<file path="src/rtl/lag_tracker_pkg.sv">
// Shared definitions for the lag tracker and the upstream correlation subsystem:
// lag width, default lag range, FSM state encoding and small helpers.
package lag_tracker_pkg;

  localparam int LAG_W      = 6;
  localparam int LAGNUM_DEF = 16;

  typedef enum logic [2:0] {
    S_IDLE  = 3'd0,
    S_START = 3'd1,
    S_WAIT  = 3'd2,
    S_ACCUM = 3'd3,
    S_GAP   = 3'd4
  } state_t;

  // True when a signed lag lies inside [-lagnum, lagnum-1].
  function automatic logic lag_in_range(input logic signed [LAG_W-1:0] lag,
                                        input int lagnum);
    return (int'(lag) >= -lagnum) && (int'(lag) < lagnum);
  endfunction

  // Increment an 8-bit counter, holding at 255.
  function automatic logic [7:0] sat_inc8(input logic [7:0] v);
    return (v == 8'hFF) ? v : v + 8'd1;
  endfunction

endpackage

</file>
<file path="src/rtl/lag_window_avg.sv">
// Sliding window of the most recent accepted lags with a running sum.
// Once the window is full, every accepted lag produces a registered floor
// average and its overlay column index, flagged by a one-cycle valid pulse.
module lag_window_avg
  import lag_tracker_pkg::*;
#(
  parameter int LAGNUM   = LAGNUM_DEF,
  parameter int AVG_LOG2 = 2
) (
  input  logic                    clk,
  input  logic                    rst,
  input  logic                    i_push,
  input  logic signed [LAG_W-1:0] i_lag,
  output logic signed [LAG_W-1:0] o_avg_lag,
  output logic        [LAG_W-1:0] o_angle_idx,
  output logic                    o_lag_valid
);

  localparam int DEPTH  = 1 << AVG_LOG2;
  localparam int SUM_W  = LAG_W + AVG_LOG2;
  localparam int FILL_W = AVG_LOG2 + 1;

  logic signed [LAG_W-1:0] r_win [DEPTH];
  logic signed [SUM_W-1:0] r_sum;
  logic        [FILL_W-1:0] r_fill;
  logic signed [LAG_W-1:0] r_avg_lag;
  logic        [LAG_W-1:0] r_angle_idx;
  logic                    r_lag_valid;

  logic signed [SUM_W-1:0] w_lag_ext;
  logic signed [SUM_W-1:0] w_old_ext;
  logic signed [SUM_W-1:0] w_sum_new;
  logic signed [SUM_W-1:0] w_avg_full;
  logic        [LAG_W-1:0] w_angle_idx;
  logic                    w_full_next;

  // Sign-extend to the sum width; the sum of DEPTH lags always fits.
  assign w_lag_ext   = SUM_W'(i_lag);
  assign w_old_ext   = SUM_W'(r_win[DEPTH-1]);
  assign w_sum_new   = r_sum + w_lag_ext - w_old_ext;
  // Arithmetic shift gives floor division toward -inf.
  assign w_avg_full  = w_sum_new >>> AVG_LOG2;
  assign w_angle_idx = w_avg_full[LAG_W-1:0] + LAG_W'(LAGNUM);
  assign w_full_next = (r_fill >= FILL_W'(DEPTH - 1));

  // Shift in accepted lags, keep the running sum, publish the average once full.
  always_ff @(posedge clk) begin
    if (rst) begin
      // NOTE: the window slots are reset on purpose; the running sum subtracts
      // the oldest slot during fill, so those slots must start at zero.
      for (int i = 0; i < DEPTH; i++) r_win[i] <= '0;
      r_sum       <= '0;
      r_fill      <= '0;
      r_avg_lag   <= '0;
      r_angle_idx <= LAG_W'(LAGNUM);
      r_lag_valid <= 1'b0;
    end else begin
      // NOTE: non-blocking assignments let the shift read every slot's old
      // value in the same edge, independent of statement order.
      r_lag_valid <= 1'b0;
      if (i_push) begin
        r_win[0] <= i_lag;
        for (int i = 1; i < DEPTH; i++) r_win[i] <= r_win[i-1];
        r_sum <= w_sum_new;
        if (r_fill != FILL_W'(DEPTH)) r_fill <= r_fill + FILL_W'(1);
        if (w_full_next) begin
          r_avg_lag   <= w_avg_full[LAG_W-1:0];
          r_angle_idx <= w_angle_idx;
          r_lag_valid <= 1'b1;
        end
      end
    end
  end

  assign o_avg_lag   = r_avg_lag;
  assign o_angle_idx = r_angle_idx;
  assign o_lag_valid = r_lag_valid;

endmodule

</file>
<file path="src/rtl/lag_tracker.sv">
// Measurement sequencer: requests correlation frames from the upstream
// subsystem, times out missing results, filters out-of-range lags and feeds
// accepted lags into the averaging window. Frame and drop statistics kept here.
module lag_tracker
  import lag_tracker_pkg::*;
#(
  parameter int LAGNUM      = LAGNUM_DEF,
  parameter int AVG_LOG2    = 2,
  parameter int GAP_CYC     = 1024,
  parameter int TIMEOUT_CYC = 1 << 22
) (
  input  logic                    clk_60MHz,
  input  logic                    rst,
  input  logic                    enable,
  input  logic                    subsys_done,
  input  logic signed [LAG_W-1:0] lag_diff,
  output logic                    subsys_start,
  output logic signed [LAG_W-1:0] avg_lag,
  output logic        [LAG_W-1:0] angle_idx,
  output logic                    lag_valid,
  output logic                    timeout_err,
  output logic        [15:0]      frame_cnt,
  output logic        [7:0]       drop_cnt
);

  localparam int TMR_W = $clog2(TIMEOUT_CYC + 2);
  localparam int GAP_W = $clog2(GAP_CYC + 2);

  state_t                  r_state;
  logic        [TMR_W-1:0] r_timer;
  logic        [GAP_W-1:0] r_gap;
  logic signed [LAG_W-1:0] r_lag;
  logic                    r_subsys_start;
  logic                    r_timeout_err;
  logic        [15:0]      r_frame_cnt;
  logic        [7:0]       r_drop_cnt;

  logic                    w_in_range;
  logic                    w_push;

  assign w_in_range = lag_in_range(r_lag, LAGNUM);
  assign w_push     = (r_state == S_ACCUM) && w_in_range;

  // Frame sequencing FSM with registered start pulse, timers and counters.
  always_ff @(posedge clk_60MHz) begin
    if (rst) begin
      r_state        <= S_IDLE;
      r_timer        <= '0;
      r_gap          <= '0;
      r_lag          <= '0;
      r_subsys_start <= 1'b0;
      r_timeout_err  <= 1'b0;
      r_frame_cnt    <= '0;
      r_drop_cnt     <= '0;
    end else begin
      r_subsys_start <= 1'b0;
      unique case (r_state)
        S_IDLE: begin
          if (enable) begin
            r_state        <= S_START;
            r_subsys_start <= 1'b1;
          end
        end
        S_START: begin
          r_timer <= TMR_W'(TIMEOUT_CYC);
          r_state <= S_WAIT;
        end
        S_WAIT: begin
          // A result arriving in the expiry cycle still counts.
          if (subsys_done) begin
            r_lag   <= lag_diff;
            r_state <= S_ACCUM;
          end else if (r_timer <= TMR_W'(1)) begin
            r_timer       <= '0;
            r_timeout_err <= 1'b1;
            r_drop_cnt    <= sat_inc8(r_drop_cnt);
            r_gap         <= GAP_W'(GAP_CYC);
            r_state       <= S_GAP;
          end else begin
            r_timer <= r_timer - TMR_W'(1);
          end
        end
        S_ACCUM: begin
          if (w_in_range) r_frame_cnt <= r_frame_cnt + 16'd1;
          else            r_drop_cnt  <= sat_inc8(r_drop_cnt);
          r_gap   <= GAP_W'(GAP_CYC);
          r_state <= S_GAP;
        end
        S_GAP: begin
          if (r_gap <= GAP_W'(1)) begin
            r_gap <= '0;
            if (enable) begin
              r_state        <= S_START;
              r_subsys_start <= 1'b1;
            end else begin
              r_state <= S_IDLE;
            end
          end else begin
            r_gap <= r_gap - GAP_W'(1);
          end
        end
        default: r_state <= S_IDLE;
      endcase
    end
  end

  lag_window_avg #(
    .LAGNUM   (LAGNUM),
    .AVG_LOG2 (AVG_LOG2)
  ) u_window (
    .clk         (clk_60MHz),
    .rst         (rst),
    .i_push      (w_push),
    .i_lag       (r_lag),
    .o_avg_lag   (avg_lag),
    .o_angle_idx (angle_idx),
    .o_lag_valid (lag_valid)
  );

  assign subsys_start = r_subsys_start;
  assign timeout_err  = r_timeout_err;
  assign frame_cnt    = r_frame_cnt;
  assign drop_cnt     = r_drop_cnt;

endmodule
</file>
<file path="config.mk">
export PLATFORM = sky130hd
export DESIGN_NAME = lag_tracker
export DESIGN_NICKNAME = d
export VERILOG_FILES = /design/src/rtl/lag_tracker_pkg.sv /design/src/rtl/lag_window_avg.sv /design/src/rtl/lag_tracker.sv
export SDC_FILE = /design/constraint.sdc
export NUM_CORES = 1
export LEC_CHECK = 0
export BUFFER_PORTS_ARGS = -buffer_cell sky130_fd_sc_hd__buf_2
export CAP_MARGIN = 20
export CORE_MARGIN = 8
export CORE_UTILIZATION = 51
export DETAILED_ROUTE_END_ITERATION = 8
export GPL_TIMING_DRIVEN = 0
export PLACE_DENSITY = 0.7
export SLEW_MARGIN = 30
export SYNTH_ARGS = -nofsm -noshare
export SYNTH_HDL_FRONTEND = slang
export SYNTH_SLANG_ARGS = --single-unit
</file>
<file path="constraint.sdc">
create_clock -name clk_60MHz -period 3.1 [get_ports clk_60MHz]
set_input_delay 0.155 -clock clk_60MHz [delete_from_list [all_inputs] [get_ports clk_60MHz]]
set_output_delay 0.155 -clock clk_60MHz [all_outputs]
set_load 0.02 [all_outputs]
</file>
==> results.json <==
{
  "outcome": "completed",
  "hold_class": "in -> reg",
  "diodes": 0,
  "wl_um": 12290,
  "io_pins": 49,
  "yosysTopAreaCellShare_pct": 32.67,
  "antenna_found_initial": 0,
  "yosys_most_used_dff": "dfxtp_1",
  "setup_viol_count_final": 0,
  "drc": 0,
  "cts_sinks": 113,
  "wl_per_cell_um": 14.84,
  "instances_no_fill": 828,
  "cp-end-kind": "flop",
  "avgSynthCellArea_um2": 9.000,
  "num_rows": 37,
  "fin_crit_sh_pct": 92.46,
  "final_max_slew_viol_count": 0,
  "dp_cells": 789,
  "area_delta_synth_final_pct": 19.18,
  "grt_pass1_vias": 4442,
  "syn_area_um2": 5454,
  "synthCells": 606,
  "die-area_um2": 14260,
  "yosys_warnings": 0,
  "nNetsFinal": 714,
  "slew_headroom_pct": 52.88,
  "grt_pass1_wl_um": 21060,
  "grt_max_degree": 25,
  "core_area_um2": 10370,
  "fp.dieW_um": 119.4,
  "sequentialPowerShare_pct": 38.6,
  "power_leakage_nw": 2.660,
  "p_switching_mw": 1.194,
  "crit_required_ps": 3470,
  "synth_edf_count": 24,
  "numCtsBuffers": 17,
  "cts_max_level": 4,
  "fin_skew_ps": 9.073,
  "start_util_pct": 52.59,
  "post_cts_buffers": 0,
  "dp_hpwl_um": 8790,
  "drt_iter0_drc": 278,
  "layout_common_cells": "dfxtp_1 (89), nor2_1 (72), buf_2 (49), inv_1 (47), nand2_1 (47)",
  "vias": 4521,
  "fmax_mhz": 348.9,
  "synthXorXnorAreaFrac_pct": 6.102,
  "crit_type": "reg -> reg",
  "tns_ps": 0,
  "crit_fanout": 6,
  "clock_path_buffers": 2,
  "whs_ps": 39.84,
  "critical_path_arrival_ps": 3240,
  "cts_tree": "built",
  "p_int_mw": 3.157,
  "critical_path.startpoint_type": "flop",
  "grt_setup_unrepaired": "no",
  "max-cap-violations": 0,
  "layout-drive-gt1-share_pct": 13.87,
  "viasPerCell": 5.460,
  "synthAdderAreaFrac_pct": 6.699,
  "p_sw_share_pct": 27.45,
  "synth_top_family_by_area": "simple AND/OR/NAND/NOR gates",
  "post-route-min-period_ps": 2866,
  "synthSimpleGateAreaFrac_pct": 22.73,
  "power_density_nw_per_um2": 669.4,
  "grt_overflow_total": 0,
  "clk_latency_ps": 520,
  "ys_seq_area_share_pct": 45.88,
  "path_clk_slew_ps": 50,
  "yosysTopAreaCell": "dfxtp_1",
  "root_buffer": "clkbuf_8",
  "drtPass1Iterations": 5,
  "finalHoldViolCount": 0,
  "clkPwrFrac_pct": 42.9,
  "synth_cell_types": 55,
  "utilization_pct": 62.68,
  "place_congestion": 0.8119,
  "final_common_cell": "dfxtp_1",
  "synth_area_leaders": "dfxtp_1 (33%), edfxtp_1 (13%), nor2_1 (5.0%)",
  "synth.net_count": 641,
  "synth-compound-area-share_pct": 11.84,
  "synth_mux_area_share_pct": 1.124,
  "ys_seq_elements": 113,
  "ant_nets": 0,
  "worst_pin_slew_ps": 702.5,
  "portBuffers": 47,
  "peakVddDrop_v": 0.0002908,
  "total_power_mw": 4.351,
  "dieHeight_um": 119.4,
  "cts_resized": 0,
  "power_frac_comb_pct": 18.5,
  "grt_use_total_pct": 17.94,
  "async_flop_share_pct": 0
}
-- cells by family (layout without fill, tap and decap cells) --
family | Yosys count | count (layout)
compound gates | 101 | 101
simple gates | 248 | 248
flops | 113 | 113
buf+inv | 75 | 161
xor+xnor | 38 | 38
mux | 6 | 6
fa+ha+maj | 25 | 25
-- path summary, 6_finish.rpt --
check,from,to,slack [ps],cells past startpoint
setup / recovery,r_timer[6],drop_cnt[5],230,6
hold / removal,subsys_done,r_state[0],40,3
setup reg to reg,r_timer[6],drop_cnt[5],230,6
hold reg to reg,u_window.r_sum[5],u_window.r_sum[5],460,2
-- final cells by class --
class | instances | area [um^2]
clock inverters | 11 | 138.9
repair buffers | 54 | 305.3
flip-flops and latches | 113 | 2502
multi-input cells | 418 | 2648
well taps | 136 | 170.2
clock buffers | 21 | 429.2
plain buffers | 28 | 130.1
inverters | 47 | 176.4
fillers | 877 | 3870
-- timing repair --
item	in CTS	in global routing
hold endpoints to repair	7	0
setup endpoints to repair	0	0
hold buffers	7	0
-- registers in the layout, summed over array words and instances, names as in the netlist --
| name | flops |
|---|---|
| subsys_start | 1 |
| u_window.r_fill | 3 |
| timeout_err | 1 |
| frame_cnt | 16 |
| r_gap | 11 |
| u_window.o_angle_idx | 6 |
| drop_cnt | 8 |
| u_window.o_avg_lag | 2 |
| r_state | 3 |
| u_window.r_sum | 8 |
| u_window.o_lag_valid | 1 |
| r_timer | 23 |
| u_window.r_win | 24 |
| r_lag | 6 |
-- cells in the mapped netlist (5+ instances only) --
cell / count
nor3_1: 28
clkbuf_1: 20
a21oi_1: 45
nand3_1: 12
or4_1: 5
ha_1: 18
nand2_1: 48
edfxtp_1: 24
mux2i_1: 5
xor2_1: 14
dfxtp_1: 89
nand4_1: 9
a211oi_1: 6
or3_1: 16
or2_2: 5
a311oi_1: 6
inv_1: 47
nor4_1: 8
xnor2_1: 24
fa_1: 7
o21ai_0: 11
nor2_1: 72
and3_1: 22
-- critical path, stage by stage, from the launching register on --
cell and delay [ps]:
dfxtp_1 350, or4_4 580, nor4_1 440, nand4_1 380, a211oi_1 720, a21o_1 210, a21oi_1 50
-- power by group through the flow --
stage	registers [mW]	clock network [mW]	logic (mW)
4_1_cts	1.68	1.89	0.803
3_5_place_dp	1.71	0	0.791
2_1_floorplan	1.69	0	0.634
5_1_grt	1.69	1.95	0.900
3_3_place_gp	1.70	0	0.768
6_report	1.68	1.87	0.804
-- routing by layer --
metal,routed length [um],track usage (%),vias to the layer above,part of all wire [%]
met1,5776,22.59,2117,47
met4,147,5.855,0,1.2
li1,-,-,2268,-
met3,786,5.716,14,6.4
met5,0,0,-,0
met2,5578,28.63,122,45
-- through the flow --
stage / area [um^2] / worst slack (ps)
finish: 6500 / 233.7
global route: 6500 / 34.87
CTS: 6497 / 253.4
detailed placement: 5859 / 270.4
global placement: 5859 / 344.7
floorplan: 5454 / 450.6
No activity file was read; power rests on OpenSTA's default activity.
